`config.mk`:
```
export PLATFORM = sky130hd
export DESIGN_NAME = uart_rx_fifo
export DESIGN_NICKNAME = d
export VERILOG_FILES = /design/src/rtl/uart_rx_fifo.sv
export SDC_FILE = /design/constraint.sdc
export NUM_CORES = 1
export LEC_CHECK = 0
export CAP_MARGIN = 30
export CORE_ASPECT_RATIO = 0.75
export CORE_MARGIN = 1.5
export CORE_UTILIZATION = 56
export CTS_CLUSTER_SIZE = 28
export DETAILED_ROUTE_END_ITERATION = 7
export GPL_ROUTABILITY_DRIVEN = 0
export GPL_TIMING_DRIVEN = 0
export MAX_ROUTING_LAYER = met4
export PLACE_DENSITY = 0.76
export SKIP_LAST_GASP = 1
export SYNTH_ARGS = -nofsm -noshare
export SYNTH_HDL_FRONTEND = slang
export SYNTH_SLANG_ARGS = --single-unit
```
`constraint.sdc`:
```
create_clock -name clk -period 2.6 [get_ports clk]
set_input_delay 0.39 -clock clk [delete_from_list [all_inputs] [get_ports clk]]
set_output_delay 0.39 -clock clk [all_outputs]
set_load 0.05 [all_outputs]
```
`src/rtl/uart_rx_fifo.sv`:
```
// rtl/uart_rx_fifo.sv - UART 8N1 receiver feeding a first-word-fall-through byte FIFO
// Optional even-parity frame support is enabled by defining UART_RX_PARITY_EN.
module uart_rx_fifo #(
    parameter int CLOCK_FREQ  = 100000000,
    parameter int BAUD_RATE   = 115200,
    parameter int BUFFER_SIZE = 16
) (
    input  logic                         clk,
    input  logic                         reset,
    input  logic                         rx,
    input  logic                         rd_en,
    input  logic                         clear_errors,
    output logic [7:0]                   data_out,
    output logic                         empty,
    output logic                         full,
    output logic [$clog2(BUFFER_SIZE):0] count,
    output logic                         frame_error,
`ifdef UART_RX_PARITY_EN
    output logic                         parity_error,
`endif
    output logic                         overflow
);

    localparam int BIT_CYCLES = CLOCK_FREQ / BAUD_RATE;
    localparam int HALF_BIT   = BIT_CYCLES / 2;
    localparam int CNT_W      = $clog2(BIT_CYCLES + 1);
    localparam int PTR_W      = $clog2(BUFFER_SIZE);

    typedef enum logic [2:0] {
        S_IDLE,
        S_START,
        S_DATA,
        S_PARITY,
        S_STOP
    } state_t;

    state_t           state, state_n;
    logic             rx_s1, rx_s2, rx_d;
    logic [CNT_W-1:0] cnt, cnt_n;
    logic [2:0]       bit_idx, bit_idx_n;
    logic [7:0]       shift, shift_n;
    logic             push;
    logic             stop_sample;
    logic             par_bad, par_bad_n;

    logic [7:0]       mem [BUFFER_SIZE];
    logic [PTR_W-1:0] wr_ptr, rd_ptr;
    logic             pop, push_ok, drop;

    // rx_d holds the previous synchronized level for falling-edge detection
    always_ff @(posedge clk or negedge reset) begin
        if (!reset) begin
            rx_s1 <= 1'b1;
            rx_s2 <= 1'b1;
            rx_d  <= 1'b1;
        end else begin
            rx_s1 <= rx;
            rx_s2 <= rx_s1;
            rx_d  <= rx_s2;
        end
    end

    always_ff @(posedge clk or negedge reset) begin
        if (!reset) begin
            state   <= S_IDLE;
            cnt     <= '0;
            bit_idx <= '0;
            shift   <= '0;
            par_bad <= 1'b0;
        end else begin
            state   <= state_n;
            cnt     <= cnt_n;
            bit_idx <= bit_idx_n;
            shift   <= shift_n;
            par_bad <= par_bad_n;
        end
    end

    always_comb begin
        state_n     = state;
        cnt_n       = cnt + CNT_W'(1);
        bit_idx_n   = bit_idx;
        shift_n     = shift;
        par_bad_n   = par_bad;
        push        = 1'b0;
        stop_sample = 1'b0;
        frame_error = 1'b0;
        case (state)
            S_IDLE: begin
                cnt_n = '0;
                if (rx_d && !rx_s2) begin
                    state_n   = S_START;
                    bit_idx_n = '0;
                    par_bad_n = 1'b0;
                end
            end
            S_START: begin
                if (cnt == CNT_W'(HALF_BIT - 1)) begin
                    cnt_n   = '0;
                    state_n = rx_s2 ? S_IDLE : S_DATA;
                end
            end
            S_DATA: begin
                if (cnt == CNT_W'(BIT_CYCLES - 1)) begin
                    cnt_n     = '0;
                    shift_n   = {rx_s2, shift[7:1]};
                    bit_idx_n = bit_idx + 3'd1;
                    if (bit_idx == 3'd7) begin
`ifdef UART_RX_PARITY_EN
                        state_n = S_PARITY;
`else
                        state_n = S_STOP;
`endif
                    end
                end
            end
            S_PARITY: begin
                if (cnt == CNT_W'(BIT_CYCLES - 1)) begin
                    cnt_n     = '0;
                    par_bad_n = (rx_s2 != ^shift);
                    state_n   = S_STOP;
                end
            end
            S_STOP: begin
                if (cnt == CNT_W'(BIT_CYCLES - 1)) begin
                    cnt_n       = '0;
                    state_n     = S_IDLE;
                    stop_sample = 1'b1;
                    if (rx_s2) begin
                        push = !par_bad;
                    end else begin
                        frame_error = 1'b1;
                    end
                end
            end
            default: state_n = S_IDLE;
        endcase
    end

    // A pop on a full FIFO frees the slot the incoming byte is written to
    assign pop      = rd_en && !empty;
    assign push_ok  = push && (!full || pop);
    assign drop     = push && full && !pop;
    assign empty    = (count == '0);
    assign full     = (count == (PTR_W + 1)'(BUFFER_SIZE));
    assign data_out = mem[rd_ptr];

    always_ff @(posedge clk or negedge reset) begin
        if (!reset) begin
            for (int i = 0; i < BUFFER_SIZE; i++) begin
                mem[i] <= 8'h00;
            end
        end else if (push_ok) begin
            mem[wr_ptr] <= shift;
        end
    end

    always_ff @(posedge clk or negedge reset) begin
        if (!reset) begin
            wr_ptr <= '0;
            rd_ptr <= '0;
            count  <= '0;
        end else begin
            if (push_ok) begin
                wr_ptr <= wr_ptr + PTR_W'(1);
            end
            if (pop) begin
                rd_ptr <= rd_ptr + PTR_W'(1);
            end
            if (push_ok && !pop) begin
                count <= count + (PTR_W + 1)'(1);
            end else if (pop && !push_ok) begin
                count <= count - (PTR_W + 1)'(1);
            end
        end
    end

    always_ff @(posedge clk or negedge reset) begin
        if (!reset) begin
            overflow <= 1'b0;
        end else if (drop) begin
            overflow <= 1'b1;
        end else if (clear_errors) begin
            overflow <= 1'b0;
        end
    end

`ifdef UART_RX_PARITY_EN
    always_ff @(posedge clk or negedge reset) begin
        if (!reset) begin
            parity_error <= 1'b0;
        end else if (stop_sample && par_bad) begin
            parity_error <= 1'b1;
        end else if (clear_errors) begin
            parity_error <= 1'b0;
        end
    end
`else
    logic unused_parity;
    assign unused_parity = par_bad ^ stop_sample;
`endif

endmodule

```
Word-level counts from Yosys, hierarchy flattened. Cells that the tools add are included.

Register bits after elaboration: 170. Input port bits: 5. Word-level logic and storage cells: 114.

$add $sub $neg: 6. $lt $le $gt $ge: 3. Equal/unequal tests: 15. Muxes and demuxes: 33. Bitwise gates (word level): 2. Reduce and logical (&&, ||, !) cells: 27.

Operator list (count): bitwise mux 128 bit (1); binary-select mux 8 bit (select 4 bit) (1); demux 8 bit (select 4 bit) (1); case mux 10 bit (3 select lines) (1); 2-to-1 mux 3 bit (8); 2-to-1 mux 8 bit (3); 2-to-1 mux 10 bit (2); case mux 3 bit (5 select lines) (1); != test 2 bit, second input constant (6); adder 10 x 1 -> 10 bit, second input constant (1); == test 10 bit, second input constant (1); == test 10 x 9 -> 1 bit, second input constant (1); >= comparator 5 bit, second input constant (2); 2-to-1 mux 1 bit (10); 2-to-1 mux 5 bit (2); NOT 4 -> 5 bit (2); adder 4 x 1 -> 4 bit, second input constant (2); logical AND 1 bit (8); nonzero test 2 bit (4); XOR reduction 8 bit (1); == test 3 x 2 -> 1 bit, second input constant (2); == test 3 bit, second input constant (2); zero test 1 bit (6); case mux 3 bit (2 select lines) (1); other kinds (16) (17).

Logic depth before layout (Yosys ltp). Gate-level depths: netlist of the first run.

Depth in word-level cells: 9. Gate-level depth with buffers: 12. Depth with buffers taken out: 12.

Least setup slack after synthesis of the first run. Ideal clock, no wire load.

Kind: register -> register. From: register count[1]. To: register count[4]. Library setup time: 0.123 ns. Data arrival time: 3.525 ns. Required time: 2.477 ns. Setup slack: -1.048 ns. Cell stages (with the launch flop): 13. Buffers on the path: 0. Clock period less this slack: 3.648 ns. Cell sequence: dfrtp_1 > or4_1 > nor2_1 > nor2b_1 > inv_1 > ha_1 > inv_1 > fa_1 > a21o_1 > a21oi_1 > xnor2_1 > nor2_1 > xnor2_1.

Word-level cells in the longest chain between the ends: 8. Elaborated cells on any way between the ends: 16.

Ends and longest elaborated chain: from (decl) (RTL line 16) `output logic [$clog2(BUFFER_SIZE):0] count,`; from (signal assigned) (RTL line 171) `count <= count + (PTR_W + 1)'(1);`; from (signal assigned) (RTL line 173) `count <= count - (PTR_W + 1)'(1);`; zero test 5 bit * (RTL line 144) `assign empty = (count == '0);`; net empty (RTL line 14) `output logic empty,`; zero test 1 bit * (RTL line 141) `assign pop = rd_en && !empty;`; logical AND 1 bit * (RTL line 141); logical OR 1 bit (RTL line 142) `assign push_ok = push && (!full || pop);`; logical AND 1 bit (RTL line 142); zero test 1 bit (RTL line 172) `end else if (pop && !push_ok) begin`; logical AND 1 bit (RTL line 172); nonzero test 2 bit (no source line).

Mark *: on every way through the listed nets, which the timed path passes. The rest lies on a longest branch. The select of a mux whose other input is x is not followed. A chain may end at the register's enable or synchronous reset.

Final worst setup path of the first run.
From: register rd_ptr[0]. To: output port data_out[7].

Word-level cells in the longest chain between the ends: 4.

Ends and longest elaborated chain: from (decl) (RTL line 47) `logic [PTR_W-1:0] wr_ptr, rd_ptr;`; from (signal assigned) (RTL line 168) `rd_ptr <= rd_ptr + PTR_W'(1);`; NOT 4 -> 5 bit (implied by the code) (RTL line 146) `assign data_out = mem[rd_ptr];`; binary-select mux 8 bit (select 4 bit) (RTL line 146); 2-to-1 mux 8 bit (implied by the code) (2 in series) (RTL line 146); to (decl) (RTL line 13) `output logic [7:0] data_out,`.

Every way passes these cells. The select of a mux whose other input is x is not followed.

==> summary.md, run 1 <==
| Metric | Value |
|---|---|
| Power Density | 769 nW/um2 |
| Layout Nets | 649 |
| Vias | 4964 |
| Worst-path cell chain | buf_12 > buf_4 > mux4_2 > a22oi_1 > nand2_1 > buf_2 |
| Failing checks | hold timing, setup timing |
| Crit share post-route | 104% |
| Max_cap viols | 0 |
| Vias in the first global route | 5090 |
| Antenna violations before repair | 0 |
| Crit path time final | 2.71 ns |
| Post-synth EDFFs | 0 |
| Pleak | 4.58 nW |
| Worst hold slack | -0.0213 ns |
| Worst Setup SP | rd_ptr[0]$_DFFE_PN0P_ |
| #FFs+latches synth | 170 |
| Sequential power share | 39.6% |
| Gate power share | 25.6% |
| Int Pwr | 5.26 mW |
| Slowest stage cell, crit path | dfrtp_2 |
| Clock Skew | 0.00809 ns |
| Antenna Cells | 0 |
| Netlist cell types | 48 |
| Max Used Layer | met4 |
| Slew headroom | 31.9% |
| Synthesized cell area | 8110 um2 |
| Cells after Synth | 566 |
| Max Slew Vio Count | 0 |
| WL met1 | 8.21 mm |
| H-tree Lvls | 4 |
| Outcome | finished with violations |
| Via density | 5.92 |
| Avg Synthesized Cell Area | 14.3 um2 |
| CP Launch Type | register |
| Required time of the critical path | 2.21 ns |
| CTS tree | built |
| Switching power | 2.20 mW |
| Final setup margin | -0.107 ns |
| Pre-antenna DRT Iters | 4 |
| Clk root buf | clkbuf_16 |
| Post-DRT Antenna Nets | 0 |
| Hold_buf cts | 0 |
| DRC viols | 0 |
| Seq/Total Area, Yosys | 52.5% |
| Pre-CTS WS | -0.954 ns |
| Slowest cell delay on critical path | 0.54 ns |
| Slew @ Worst Pin | 1.02 ns |
| Top FF cell, synth | dfrtp_1 |
| Clk sinks | 170 |
| Post-Syn Nets | 585 |
| HPWL Detailed | 11.2 mm |
| Worst VDD drop | 0.557 mV |
| RSZ-0062 raised after global routing | yes |
| CP endpoint kind | output pin |
| Top-Level Pins | 22 |
| Crit Reg-Reg Startpoint | cnt[0]$_DFF_PN0_ |
| Initial Util | 58.2% |
| Area Growth Syn to Fin | 19.6% |
| Clock Latency Late Sink | 0.43 ns |
| Global route total overflow | 0 |
| Met3 wire len | 936 um |
| Die footprint | 15200 um2 |
| Post-synth top area cell | dfrtp_1 |
| Fraction of layout cells with a size suffix above 1 | 47.4% |
| DR WL met2 | 8.56 mm |
| Ys async rst share | 100% |
| Final core utilization | 69.6% |
| WS Path Type | reg2out |
| Cell Area, Placed | 8650 um2 |
| Syn. warnings | 0 |
| Die width | 142 um |
| Core ar. | 13900 um2 |
| First-pass GRT wire length | 28.2 mm |
| Sw Share | 29.5% |
| Fin. Hold Viols | 2 |
| # setup viols final | 7 |
| Share of Yosys cell area claimed by the top area cell type | 51.5% |
| Routed WL | 17.9 mm |
| DRT iter0 DRCs | 338 |
| Largest net degree at the start of global routing | 98 |
| Die Y | 107 um |
| Critical path arrival | 2.32 ns |
| Global Route Usage Sum | 26.0% |
| Clk network pwr share | 34.8% |
| Peak Freq | 0.369 GHz |
| Clock Pin Slew Worst Setup and Hold Paths | 0.06 ns |
| Worst Path Buf+Inv | 3 |
| Fin area | 9700 um2 |
| Tightest Hold Check Type | in2async |
| Num CTS Buffers | 17 |
| FILL cells | 903 |
| Worst path top cell family by delay | flip-flops |
| Port bufs | 21 |
| Avg WL per Cell | 21.4 um |
| # rows | 37 |
| Max clock buf depth | 2 |
| Synth area leaders | dfrtp_1 52%, mux2_2 17%, mux4_2 8.9% |
| Critical Path Fanout Max | 5 |
## cell usage in the layout (no fill, tap or decap), drive strengths merged, types with 8 or more instances in the layout
master         count
dfrtp            167
nand3             16
xnor2             22
ha                13
mux2             137
clkdlybuf4s50      9
mux4              32
nand2             23
nand4              8
o21ai             11
clkbuf            52
buf               48
nor2              21
inv               10
a22oi             17
nor2b              8
## repair_timing
| action | 4_1_cts | 5_1_grt |
|---|---|---|
| resized for setup | 86 | 32 |
| setup buffers | 14 | 9 |
| endpoints found under the setup margin | 143 | 77 |
| pin swaps | 7 | 12 |
| gates cloned | 0 | 2 |
## through the flow
stage | total power, mW | instances | setup TNS (ns)
6_report | 7.46 | 838 | -0.468
5_1_grt | 7.78 | 838 | -0.967
4_1_cts | 7.24 | 827 | -0.502
3_5_place_dp | 4.39 | 783 | -25.18
3_3_place_gp | 4.34 | 782 | -935.49
2_1_floorplan | 3.94 | 566 | -0.427
## cells by family (layout without fill, tap and decap cells)
family	Yosys count	count (layout)	synth area share [%]
AOI/OAI and AO/OA	37	37	3.01
xor gates and xnor gates	27	27	2.92
adders and majority gates	14	14	2.25
buffers and inverters	49	126	2.73
DFF	170	170	52.5
muxes	170	170	28.8
and+or+nand+nor	99	99	7.82
## final cells by class
cell class | instances | area, um2 | area share [%]
buffer | 37 | 236 | 2.44
clock buffer | 27 | 533 | 5.50
clock inverter | 5 | 80.1 | 0.826
inverter | 10 | 37.5 | 0.387
multi-input combinational | 347 | 3820 | 39.4
sequential | 170 | 4270 | 44.0
tap | 195 | 244 | 2.52
timing repair buffer | 47 | 480 | 4.95
## Yosys cell counts (7+ instances only)
| master | number |
|---|---|
| a22oi_1 | 17 |
| clkbuf_1 | 25 |
| dfrtp_1 | 167 |
| ha_1 | 13 |
| inv_1 | 10 |
| mux2_2 | 121 |
| mux2_4 | 16 |
| mux4_2 | 32 |
| nand2_1 | 23 |
| nand3_1 | 7 |
| nor2_1 | 21 |
| nor2b_1 | 8 |
| o21ai_0 | 11 |
| xnor2_1 | 22 |
## routing by layer
layer	vias up	global-route usage, %
li1	2183	-
met1	2627	36.6
met2	134	37.9
met3	20	5.94
met4	0	8.25
met5	-	-
## state kept, by name (all words and copies together), names as in the netlist
name and cells:
par_bad 1, bit_idx 3, rx_s2 1, wr_ptr 4, count 5, rx_s1 1, shift 8, mem 128
state 3, cnt 10, rd_ptr 4, overflow 1, rx_d 1
## path summary, 6_finish.rpt
kind / slack (ns) / endpoint / cells after the start
worst max register to register: -0.04 / count[4]$_DFFE_PN0P_ / 12
min in group clk: 0.36 / rx_s2$_DFF_PN1_ / 0
max in group asynchronous: 1.83 / mem[86]$_DFFE_PN0P_ / 2
worst min-delay path: -0.02 / cnt[3]$_DFF_PN0_ / 1
worst max-delay path: -0.11 / data_out[7] / 6
worst min register to register: 0.36 / rx_s2$_DFF_PN1_ / 0
## power by group through the flow
stage          sequential [mW]  combinational, mW  clock, mW
2_1_floorplan             3.07              0.870          0
3_3_place_gp              2.95               1.38          0
3_5_place_dp              2.96               1.42          0
4_1_cts                   2.94               1.67       2.63
5_1_grt                   2.97               2.05       2.76
6_report                  2.95               1.91       2.60
No activity file was read; power rests on OpenSTA's default activity.
==> run 2: changes to the inputs <==
--- a/config.mk
+++ b/config.mk
@@ -6,8 +6,8 @@
 export NUM_CORES = 1
 export LEC_CHECK = 0
 export CAP_MARGIN = 30
-export CORE_ASPECT_RATIO = 0.75
-export CORE_MARGIN = 1.5
+export CORE_ASPECT_RATIO = 1.25
+export CORE_MARGIN = 4
 export CORE_UTILIZATION = 56
 export CTS_CLUSTER_SIZE = 28
 export DETAILED_ROUTE_END_ITERATION = 7
==> run 2 against run 1 <==
  * The run ends with setup timing left
  * Routed wire length decreased by 4.2%
  * Non-clock buffer count decreased by 4
  * Cell count decreased by 3.0%
  * Global-route usage decreased by 2.8 points
  * Sequential power about the same
  * Count of clock-buffer cells in the layout decreased by 4
  * Via count decreased by 2.7%
  * Clock skew decreased by 0.0027 ns
  * Sequential share of layout area increased by 0.30 points
==> summary.md, run 2 (synthesis results as in run 1) <==
| Metric | Value |
|---|---|
| Fin. Hold Viols | 0 |
| Tightest Hold Check Type | reg2reg |
| DP Cell Count | 763 |
| RR Endpoint | count[4]$_DFFE_PN0P_ |
| Initial Util | 58.0% |
| Vias in the first global route | 5301 |
| Power Density | 754 nW/um2 |
| Port bufs | 21 |
| Failing checks | setup timing |
| Crit Reg-Reg Startpoint | state[0]$_DFFE_PN0P_ |
| CP Launch Type | register |
| Sequential power share | 40.4% |
| # rows | 48 |
| Peak Freq | 0.380 GHz |
| Top-Level Pins | 22 |
| Most flops, register | mem |
| Crit path time final | 2.63 ns |
| Gate power share | 26.0% |
| Max Slew Vio Count | 0 |
| Crit share post-route | 101% |
| Outcome | finished with violations |
| Commonest cells after routing, fill and taps aside | 162 x dfrtp_1, 121 x mux2_2, 32 x mux4_2 |
| Sw Share | 29.7% |
| Non-Filler Instances | 813 |
| Clk sinks | 170 |
| Avg WL per Cell | 21.1 um |
| Clk root buf | clkbuf_16 |
| Largest net degree at the start of global routing | 92 |
| Worst hold start | rx_s1$_DFF_PN1_ |
| Int Pwr | 5.10 mW |
| Antenna violations before repair | 0 |
| Layout Nets | 645 |
| Switching power | 2.16 mW |
| Max_cap viols | 0 |
| Hold Path Stages | 0 |
| WS Path Type | reg2reg |
| Clk network pwr share | 33.6% |
| Largest regs | mem: 128 flops, cnt: 10 flops, shift: 8 flops |
| CTS tree | built |
| Core ar. | 14000 um2 |
| H-tree Lvls | 4 |
| Die Y | 143 um |
| Via density | 5.94 |
| Max clock buf depth | 2 |
| Die footprint | 16500 um2 |
| DRC viols | 0 |
| Vias | 4831 |
| Reg2reg path depth | 11 |
| Clock Pin Slew Worst Setup and Hold Paths | 0.06 ns |
| Clock Skew | 0.00536 ns |
| First-pass GRT wire length | 28.2 mm |
| Global Route Usage Sum | 23.2% |
| Pre-CTS WS | -1.00 ns |
| Commonest non-fill, non-tap cell in the layout | dfrtp_1 |
| Area Growth Syn to Fin | 18.7% |
| Slew @ Worst Pin | 0.620 ns |
| Pre-antenna DRT Iters | 4 |
| Clock Latency Late Sink | 0.43 ns |
| # setup viols final | 18 |
| Final setup margin | -0.0324 ns |
| Num CTS Buffers | 17 |
| Slew headroom | 58.7% |
| Antenna Cells | 0 |
| Post-DRT Antenna Nets | 0 |
| Hold endpoint | rx_s2$_DFF_PN1_ |
| Worst VDD drop | 0.843 mV |
| Global route total overflow | 0 |
| R2R setup slack | -0.03 ns |
| Die width | 116 um |
| Critical path arrival | 2.94 ns |
| Required time of the critical path | 2.91 ns |
| DRT iter0 DRCs | 291 |
| CP endpoint kind | register |
| Routed WL | 17.2 mm |
| HPWL Detailed | 11.3 mm |
| RSZ-0062 raised after global routing | yes |
| Critical Path Fanout Max | 7 |
| Fraction of layout cells with a size suffix above 1 | 46.9% |
| Largest register FFs | 128 |
| FILL cells | 981 |
| Pleak | 4.56 nW |
[run 2: changes by cell type in the layout (fill, tap and decap cells not counted), moves of 3 or more]
cell / before / now
a22oi_2: 7 / 10
a22oi_1: 10 / 7
buf_4: 25 / 20
clkbuf_8: 7 / 2
clkinv_2: 1 / 4
nand2_2: 3 / 0
[run 2: critical path, stage by stage (launching register included)]
cell and delay, ns:
dfrtp_1 0.46, nor2_2 0.19, nand4b_1 0.24, nor4_4 0.40
ha_4 0.20, inv_4 0.05, fa_2 0.33, a21o_1 0.18
a21oi_2 0.14, xnor2_1 0.12, nor2_1 0.07, xnor2_1 0.13
[run 2: layout make-up]
type                            count  area (um2)  share of cell area (%)
Clock buffer                       23         468                    4.86
Buffer                             38         260                    2.70
Tap cell                          175         219                    2.27
Timing Repair Buffer               42         458                    4.76
Inverter                           10        40.0                   0.416
Multi-Input combinational cell    347        3830                    39.7
Sequential cell                   170        4260                    44.3
Clock inverter                      8        95.1                   0.987
[run 2: power by group through the flow]
stage	Combinational (mW)	Clock (mW)	Sequential, mW
after detailed placement	1.43	0	2.96
after CTS	1.65	2.48	2.92
final	1.89	2.44	2.93
after global placement	1.40	0	2.96
after global routing	2.04	2.61	2.95
after floorplan	0.870	0	3.07
[run 2: through the flow]
step / utilization [%] / cell area [um2] / total power [mW] / TNS, ns / hold WS (ns)
floorplan: - / 8160 / 3.94 / -0.427 / 0.0944
global placement: 61.4 / 8590 / 4.35 / -926.42 / 0.346
detailed placement: 61.6 / 8620 / 4.39 / -12.21 / 0.349
CTS: 67.0 / 9370 / 7.05 / -0.724 / 0.351
global route: 68.8 / 9630 / 7.60 / -8.88 / 0.347
finish: 68.8 / 9630 / 7.26 / -0.270 / 0.357
[run 2: what timing repair did]
action,4_1_cts,5_1_grt
hold endpoints to repair,76,0
pin swaps,7,12
gates cloned,0,3
gates resized for setup,87,36
setup endpoints to repair,95,149
setup buffers,9,7
hold buffers,1,0
[run 2: worst max path at each step]
stage	from	slack [ns]	endpoint	cells after the start
after floorplan	count[0]$_DFFE_PN0P_	-0.28	count[4]$_DFFE_PN0P_	12
after global placement	reset	-6.05	count[0]$_DFFE_PN0P_	1
after detailed placement	rd_ptr[0]$_DFFE_PN0P_	-1.00	data_out[1]	6
after CTS	count[0]$_DFFE_PN0P_	-0.12	count[4]$_DFFE_PN0P_	11
after global routing	state[0]$_DFFE_PN0P_	-0.18	count[4]$_DFFE_PN0P_	11
final	state[0]$_DFFE_PN0P_	-0.03	count[4]$_DFFE_PN0P_	11
[run 2: layer usage]
layer / up-vias / global-route usage [%] / part of all wire (%) / wire length, um
met5: - / - / 0 / 0
met4: 0 / 8.31 / 2.3 / 391
met3: 36 / 4.30 / 2.1 / 355
met2: 82 / 38.9 / 54 / 9190
met1: 2537 / 28.0 / 42 / 7230
li1: 2176 / - / - / -
